**src/rtl/mips_ctrl_pkg.sv**
```systemverilog
// Shared encodings for the multicycle MIPS control FSM: states, opcodes,
// funct codes, ALU control and datapath mux select values.
package mips_ctrl_pkg;

    typedef enum logic [3:0] {
        S_FETCH   = 4'd0,
        S_DECODE  = 4'd1,
        S_MEMADR  = 4'd2,
        S_MEMRD   = 4'd3,
        S_MEMWB   = 4'd4,
        S_MEMWR   = 4'd5,
        S_EXECUTE = 4'd6,
        S_ALUWB   = 4'd7,
        S_BRANCH  = 4'd8,
        S_ADDIEX  = 4'd9,
        S_ADDIWB  = 4'd10,
        S_JUMP    = 4'd11,
        S_ERROR   = 4'd15
    } state_t;

    localparam logic [5:0] OP_RTYPE = 6'b000000;
    localparam logic [5:0] OP_LW    = 6'b100011;
    localparam logic [5:0] OP_SW    = 6'b101011;
    localparam logic [5:0] OP_BEQ   = 6'b000100;
    localparam logic [5:0] OP_BNE   = 6'b000101;
    localparam logic [5:0] OP_ADDI  = 6'b001000;
    localparam logic [5:0] OP_J     = 6'b000010;

    localparam logic [5:0] F_ADD = 6'b100000;
    localparam logic [5:0] F_SUB = 6'b100010;
    localparam logic [5:0] F_AND = 6'b100100;
    localparam logic [5:0] F_OR  = 6'b100101;
    localparam logic [5:0] F_SLT = 6'b101010;

    localparam logic [2:0] ALU_ADD = 3'b010;
    localparam logic [2:0] ALU_SUB = 3'b110;
    localparam logic [2:0] ALU_AND = 3'b000;
    localparam logic [2:0] ALU_OR  = 3'b001;
    localparam logic [2:0] ALU_SLT = 3'b111;

    localparam logic [1:0] SRCB_RT    = 2'b00;
    localparam logic [1:0] SRCB_FOUR  = 2'b01;
    localparam logic [1:0] SRCB_IMM   = 2'b10;
    localparam logic [1:0] SRCB_IMMSH = 2'b11;

    localparam logic [1:0] PCSRC_ALU    = 2'b00;
    localparam logic [1:0] PCSRC_ALUOUT = 2'b01;
    localparam logic [1:0] PCSRC_JUMP   = 2'b10;

    typedef struct packed {
        logic       mem_req;
        logic       iord;
        logic       memwrite;
        logic       irwrite;
        logic       pcen;
        logic       regwrite;
        logic       regdst;
        logic       memtoreg;
        logic       alusrca;
        logic [1:0] alusrcb;
        logic [1:0] pcsrc;
        logic [2:0] alucontrol;
        logic       fault;
    } ctrl_t;

    function automatic logic is_mem_state(input state_t s);
        return (s == S_FETCH) || (s == S_MEMRD) || (s == S_MEMWR);
    endfunction

endpackage

```
**src/rtl/mips_alu_decode.sv**
```systemverilog
// R-type funct to ALU control decode; unknown funct codes flag illegal and
// fall back to the AND code.
module mips_alu_decode
    import mips_ctrl_pkg::*;
(
    input  logic [5:0] funct,
    output logic [2:0] alucontrol,
    output logic       funct_legal
);

    always_comb begin
        alucontrol  = ALU_AND;
        funct_legal = 1'b1;
        case (funct)
            F_ADD:   alucontrol = ALU_ADD;
            F_SUB:   alucontrol = ALU_SUB;
            F_AND:   alucontrol = ALU_AND;
            F_OR:    alucontrol = ALU_OR;
            F_SLT:   alucontrol = ALU_SLT;
            default: funct_legal = 1'b0;
        endcase
    end

endmodule

```
**src/rtl/mips_multicycle_ctrl.sv**
```systemverilog
// Multicycle MIPS control FSM with memory ready handshake, wait timeout and
// sticky fault state. Define MIPS_CTRL_BNE_EN to accept bne (op 000101).
module mips_multicycle_ctrl
    import mips_ctrl_pkg::*;
#(
    parameter int MEM_TIMEOUT = 255,
    parameter int CNT_W       = 8
) (
    input  logic       clk,
    input  logic       reset,
    input  logic [5:0] op,
    input  logic [5:0] funct,
    input  logic       zero,
    input  logic       mem_ready,
    output logic       mem_req,
    output logic       iord,
    output logic       memwrite,
    output logic       irwrite,
    output logic       pcen,
    output logic       regwrite,
    output logic       regdst,
    output logic       memtoreg,
    output logic       alusrca,
    output logic [1:0] alusrcb,
    output logic [1:0] pcsrc,
    output logic [2:0] alucontrol,
    output logic       fault,
    output logic [3:0] state_o
);

`ifdef MIPS_CTRL_BNE_EN
    localparam bit BNE_EN = 1'b1;
`else
    localparam bit BNE_EN = 1'b0;
`endif

    localparam logic [CNT_W-1:0] TO_CNT = CNT_W'(MEM_TIMEOUT);

    state_t           state, state_nx;
    logic [CNT_W-1:0] wcnt;
    logic [2:0]       funct_alu;
    logic             funct_legal;
    logic             mem_st, timeout;
    ctrl_t            c;

    mips_alu_decode u_alu_decode (
        .funct       (funct),
        .alucontrol  (funct_alu),
        .funct_legal (funct_legal)
    );

    assign mem_st  = is_mem_state(state);
    assign timeout = (MEM_TIMEOUT != 0) && mem_st && !mem_ready && (wcnt == TO_CNT);

    always_ff @(posedge clk or posedge reset) begin
        if (reset) state <= S_FETCH;
        else       state <= state_nx;
    end

    // Counts consecutive stalled cycles; any non-stalled cycle clears it.
    always_ff @(posedge clk or posedge reset) begin
        if (reset)                  wcnt <= '0;
        else if (mem_st && !mem_ready) wcnt <= (&wcnt) ? wcnt : wcnt + 1'b1;
        else                        wcnt <= '0;
    end

    always_comb begin
        state_nx = state;
        case (state)
            S_FETCH:   if (mem_ready) state_nx = S_DECODE;
                       else if (timeout) state_nx = S_ERROR;
            S_DECODE: begin
                case (op)
                    OP_LW, OP_SW: state_nx = S_MEMADR;
                    OP_RTYPE:     state_nx = S_EXECUTE;
                    OP_BEQ:       state_nx = S_BRANCH;
                    OP_BNE:       state_nx = BNE_EN ? S_BRANCH : S_ERROR;
                    OP_ADDI:      state_nx = S_ADDIEX;
                    OP_J:         state_nx = S_JUMP;
                    default:      state_nx = S_ERROR;
                endcase
            end
            S_MEMADR:  state_nx = (op == OP_SW) ? S_MEMWR : S_MEMRD;
            S_MEMRD:   if (mem_ready) state_nx = S_MEMWB;
                       else if (timeout) state_nx = S_ERROR;
            S_MEMWR:   if (mem_ready) state_nx = S_FETCH;
                       else if (timeout) state_nx = S_ERROR;
            S_EXECUTE: state_nx = funct_legal ? S_ALUWB : S_ERROR;
            S_ADDIEX:  state_nx = S_ADDIWB;
            S_MEMWB, S_ALUWB, S_BRANCH, S_ADDIWB, S_JUMP: state_nx = S_FETCH;
            S_ERROR:   state_nx = S_ERROR;
            default:   state_nx = S_ERROR;
        endcase
    end

    always_comb begin
        c = '0;
        case (state)
            S_FETCH: begin
                c.mem_req    = 1'b1;
                c.alusrcb    = SRCB_FOUR;
                c.alucontrol = ALU_ADD;
                c.irwrite    = mem_ready;
                c.pcen       = mem_ready;
            end
            S_DECODE: begin
                c.alusrcb    = SRCB_IMMSH;
                c.alucontrol = ALU_ADD;
            end
            S_MEMADR, S_ADDIEX: begin
                c.alusrca    = 1'b1;
                c.alusrcb    = SRCB_IMM;
                c.alucontrol = ALU_ADD;
            end
            S_MEMRD: begin
                c.mem_req = 1'b1;
                c.iord    = 1'b1;
            end
            S_MEMWB: begin
                c.regwrite = 1'b1;
                c.memtoreg = 1'b1;
            end
            S_MEMWR: begin
                c.mem_req  = 1'b1;
                c.iord     = 1'b1;
                c.memwrite = 1'b1;
            end
            S_EXECUTE: begin
                c.alusrca    = 1'b1;
                c.alusrcb    = SRCB_RT;
                c.alucontrol = funct_alu;
            end
            S_ALUWB: begin
                c.regwrite = 1'b1;
                c.regdst   = 1'b1;
            end
            S_BRANCH: begin
                c.alusrca    = 1'b1;
                c.alusrcb    = SRCB_RT;
                c.alucontrol = ALU_SUB;
                c.pcsrc      = PCSRC_ALUOUT;
                c.pcen       = (BNE_EN && op == OP_BNE) ? ~zero : zero;
            end
            S_ADDIWB: c.regwrite = 1'b1;
            S_JUMP: begin
                c.pcsrc = PCSRC_JUMP;
                c.pcen  = 1'b1;
            end
            S_ERROR: c.fault = 1'b1;
            default: ;
        endcase
    end

    // Strobes are held off during reset; the rest already show FETCH values.
    assign mem_req    = c.mem_req  & ~reset;
    assign memwrite   = c.memwrite & ~reset;
    assign irwrite    = c.irwrite  & ~reset;
    assign pcen       = c.pcen     & ~reset;
    assign regwrite   = c.regwrite & ~reset;
    assign iord       = c.iord;
    assign regdst     = c.regdst;
    assign memtoreg   = c.memtoreg;
    assign alusrca    = c.alusrca;
    assign alusrcb    = c.alusrcb;
    assign pcsrc      = c.pcsrc;
    assign alucontrol = c.alucontrol;
    assign fault      = c.fault;
    assign state_o    = state;

endmodule

```
**config.mk**
```make
export PLATFORM = sky130hd
export DESIGN_NAME = mips_multicycle_ctrl
export DESIGN_NICKNAME = d
export VERILOG_FILES = /design/src/rtl/mips_ctrl_pkg.sv /design/src/rtl/mips_alu_decode.sv /design/src/rtl/mips_multicycle_ctrl.sv
export SDC_FILE = /design/constraint.sdc
export NUM_CORES = 1
export LEC_CHECK = 0
export ABC_AREA = 1
export BUFFER_PORTS_ARGS = -buffer_cell sky130_fd_sc_hd__buf_2
export CORE_MARGIN = 2
export CORE_UTILIZATION = 54
export DETAILED_ROUTE_END_ITERATION = 8
export GPL_TIMING_DRIVEN = 0
export PLACE_DENSITY = 0.95
export SLEW_MARGIN = 20
export SYNTH_ARGS = -nofsm -noshare
export SYNTH_HDL_FRONTEND = slang
export SYNTH_SLANG_ARGS = --single-unit
```
**constraint.sdc**
```tcl
create_clock -name clk -period 3.39 [get_ports clk]
set_input_delay 0.5085 -clock clk [delete_from_list [all_inputs] [get_ports clk]]
set_output_delay 0.5085 -clock clk [all_outputs]
set_load 0.05 [all_outputs]
```
==> flow_summary.ini <==
[global_routing]
grt_pass1_wl_um = 4740
antenna_found_initial = 0
grt-ovfl-total = 0
grt_max_degree = 15
first_global_vias = 1131
track_usage_pct = 24.6

[critical_path]
crit_fanout = 7
required_ns = 2.88
endpoint_kind = primary output
worstSetupPathType = reg -> out
cp-start-kind = flop
crit_family = flip-flops
slowest_stage = dfrtp_1
worstPathArrival_ns = 1.72
cp_common_cell = inv_1
cpPeakStageDelay_ns = 0.49
crit_cells = 7
cp.buffers_inverters = 3
reg2reg_depth = 7
worstPathCellList = inv_1, nor2_1, nand2_1, o22ai_1, o21ai_1, inv_1, buf_2

[yosys]
yosys.area.top_type = dfrtp_1
avgSynthCellArea_sq_um = 6.08
ys_types = 25
synth_area_leaders = dfrtp_1, nand2_1, nor2_1, inv_1, nand3_1
async_reset_ff_share_pct = 100
synth_fp_nets = 200
synthFlopType = dfrtp_1
synth-edff-count = 0
yosysWarnings = 0
yosysSeqAreaShare_pct = 27.0
synth-seq-cells = 12
yosysTopAreaCellShare_pct = 27.0
syn_area_sq_mm = 0.00111
synth_cells = 183

[clocking]
clk_pin_slew_ns = 0.08
cts-buffers-inserted = 3
worstSkewPairLatency_ns = 0.27
cts.repair.resized = 0
cts-root-buf = clkbuf_4
cts_tree = yes
cts_sinks = 12
htree_num_levels = 1
holdBufCountCts = 0
postCtsSetupBuffers = 0
cts_buffer_depth = 2

[route]
vias = 1284
avgViaCountPerCell = 5.14
drt_iter0_drc = 49
antenna_left = 0
drt-pass1-iter-count = 4
wl_per_cell_um = 10.9
wl_um = 2730
drc = 0

[place]
dp_hpwl_um = 2150
routabilityCongestion = 0.846
dp.cells = 246
preCtsSetupSlack_ns = 1.37
placed_cell_area_sq_mm = 0.00133
io_buffers = 36

[floorplanning]
die_y_um = 49.4
rows = 16
initial_core_util_pct = 56.7
die_area_sq_mm = 0.00244
ios = 37
coreArea_sq_mm = 0.00196
die_w_um = 49.4

[sta]
maxSlewHeadroom_pct = 65.8
finalCriticalPeriod_ns = 2.23
setup_violations = 0
rsz0062_at_grt = no
finalHoldViolations = 0
holdWs_ns = 0.285
worst_pin_slew_ns = 0.512
finalCritPeriodShare_pct = 65.6
setup_ws_ns = 1.16
max_clock_freq_ghz = 0.449
fin_tns_setup_ns = 0
slew_violations = 0
finClkSkew_ns = 0.0113

[pwr]
irDropWorstVdd_mv = 0.529
p_leak_nw = 0.826
total_power_mw = 1.17
powerDensity_mw_per_mm2 = 862

[cells_and_area]
layout-drive-gt1-share_pct = 26.9
antenna_cells = 0
fill_cells = 179
final_nets = 241
finalCoreUtilization_pct = 69.5
stdcell_area_sq_mm = 0.00136
fin_cells = 250
seqCellArea_sq_um = 300
syn2layout_area_growth_pct = 22.5
multi_input_area_sq_um = 681

[flow_run]
maxCapViolations = 0

[worst_hold_path]
min_path_type = in -> async

[outcome]
status = finished, final reports clean
-- state kept, by name, indices dropped and copies added, names as in the netlist --
signal and cells:
state_o 4, wcnt 8
-- cells in the mapped netlist, types with 3 or more instances --
cell,n
dfrtp_1,12
xor2_1,3
nor2_2,4
nand3_1,16
nand4_1,4
inv_2,6
a21oi_1,6
nor2_1,35
nand2_1,42
nand2_2,4
inv_1,29
o21ai_1,5
-- worst paths after layout --
check	slack (ns)	from	to
worst max-delay path	1.16	state_o[3]	pcen
worst min-delay path	0.29	reset	wcnt[5]
worst max register to register	1.87	wcnt[0]	state_o[1]
worst min register to register	0.53	wcnt[3]	wcnt[3]
max in group asynchronous	2.75	reset	state_o[2]
min in group clk	0.53	wcnt[3]	wcnt[3]
-- final cells by class --
class,instances,share of cell area [%]
clock buffer,4,2.66
inverter,35,9.64
multi-input combinational,136,50.0
sequential,12,22.0
tap,27,2.48
timing repair buffer,36,13.2
-- report_power, final --
| group | switching (mW) | leakage [nW] | total, mW | internal (mW) |
|---|---|---|---|---|
| registers | 0.0547 | 0.161 | 0.229 | 0.174 |
| logic | 0.639 | 0.644 | 0.834 | 0.195 |
| clock network | 0.0465 | 0.0210 | 0.112 | 0.0652 |
| total | 0.741 | 0.826 | 1.17 | 0.434 |
-- kinds of logic after synthesis --
group	count (synthesis)	synth area share [%]
AOI/OAI and AO/OA	20	10.8
xor gates and xnor gates	3	2.36
adders and majority gates	1	1.12
buffers and inverters	35	11.8
DFF	12	27.0
and+or+nand+nor	112	46.9
-- layout by cell type (no fill, tap or decap), types with 2 or more instances in the layout --
cell type  instances
nand3_4            2
o31ai_1            2
inv_2              6
nor2_1            35
dfrtp_1           12
nand2_2            4
o21ai_1            5
o21ai_0            2
a31oi_1            2
nand4_1            4
nand3_1           16
clkbuf_4           3
xor2_1             3
nor2_2             4
a21oi_1            6
buf_2             36
nand2_1           42
inv_1             29
-- routing by layer --
metal  up-vias  global-route usage (%)  wire length, um
met5         -                       0                0
met4         0                    6.94               33
met3         4                    3.99              141
met2        47                    43.0             1360
met1       571                    31.3             1190
li1        662                       -                -
Power figures use the tool's default switching activity.
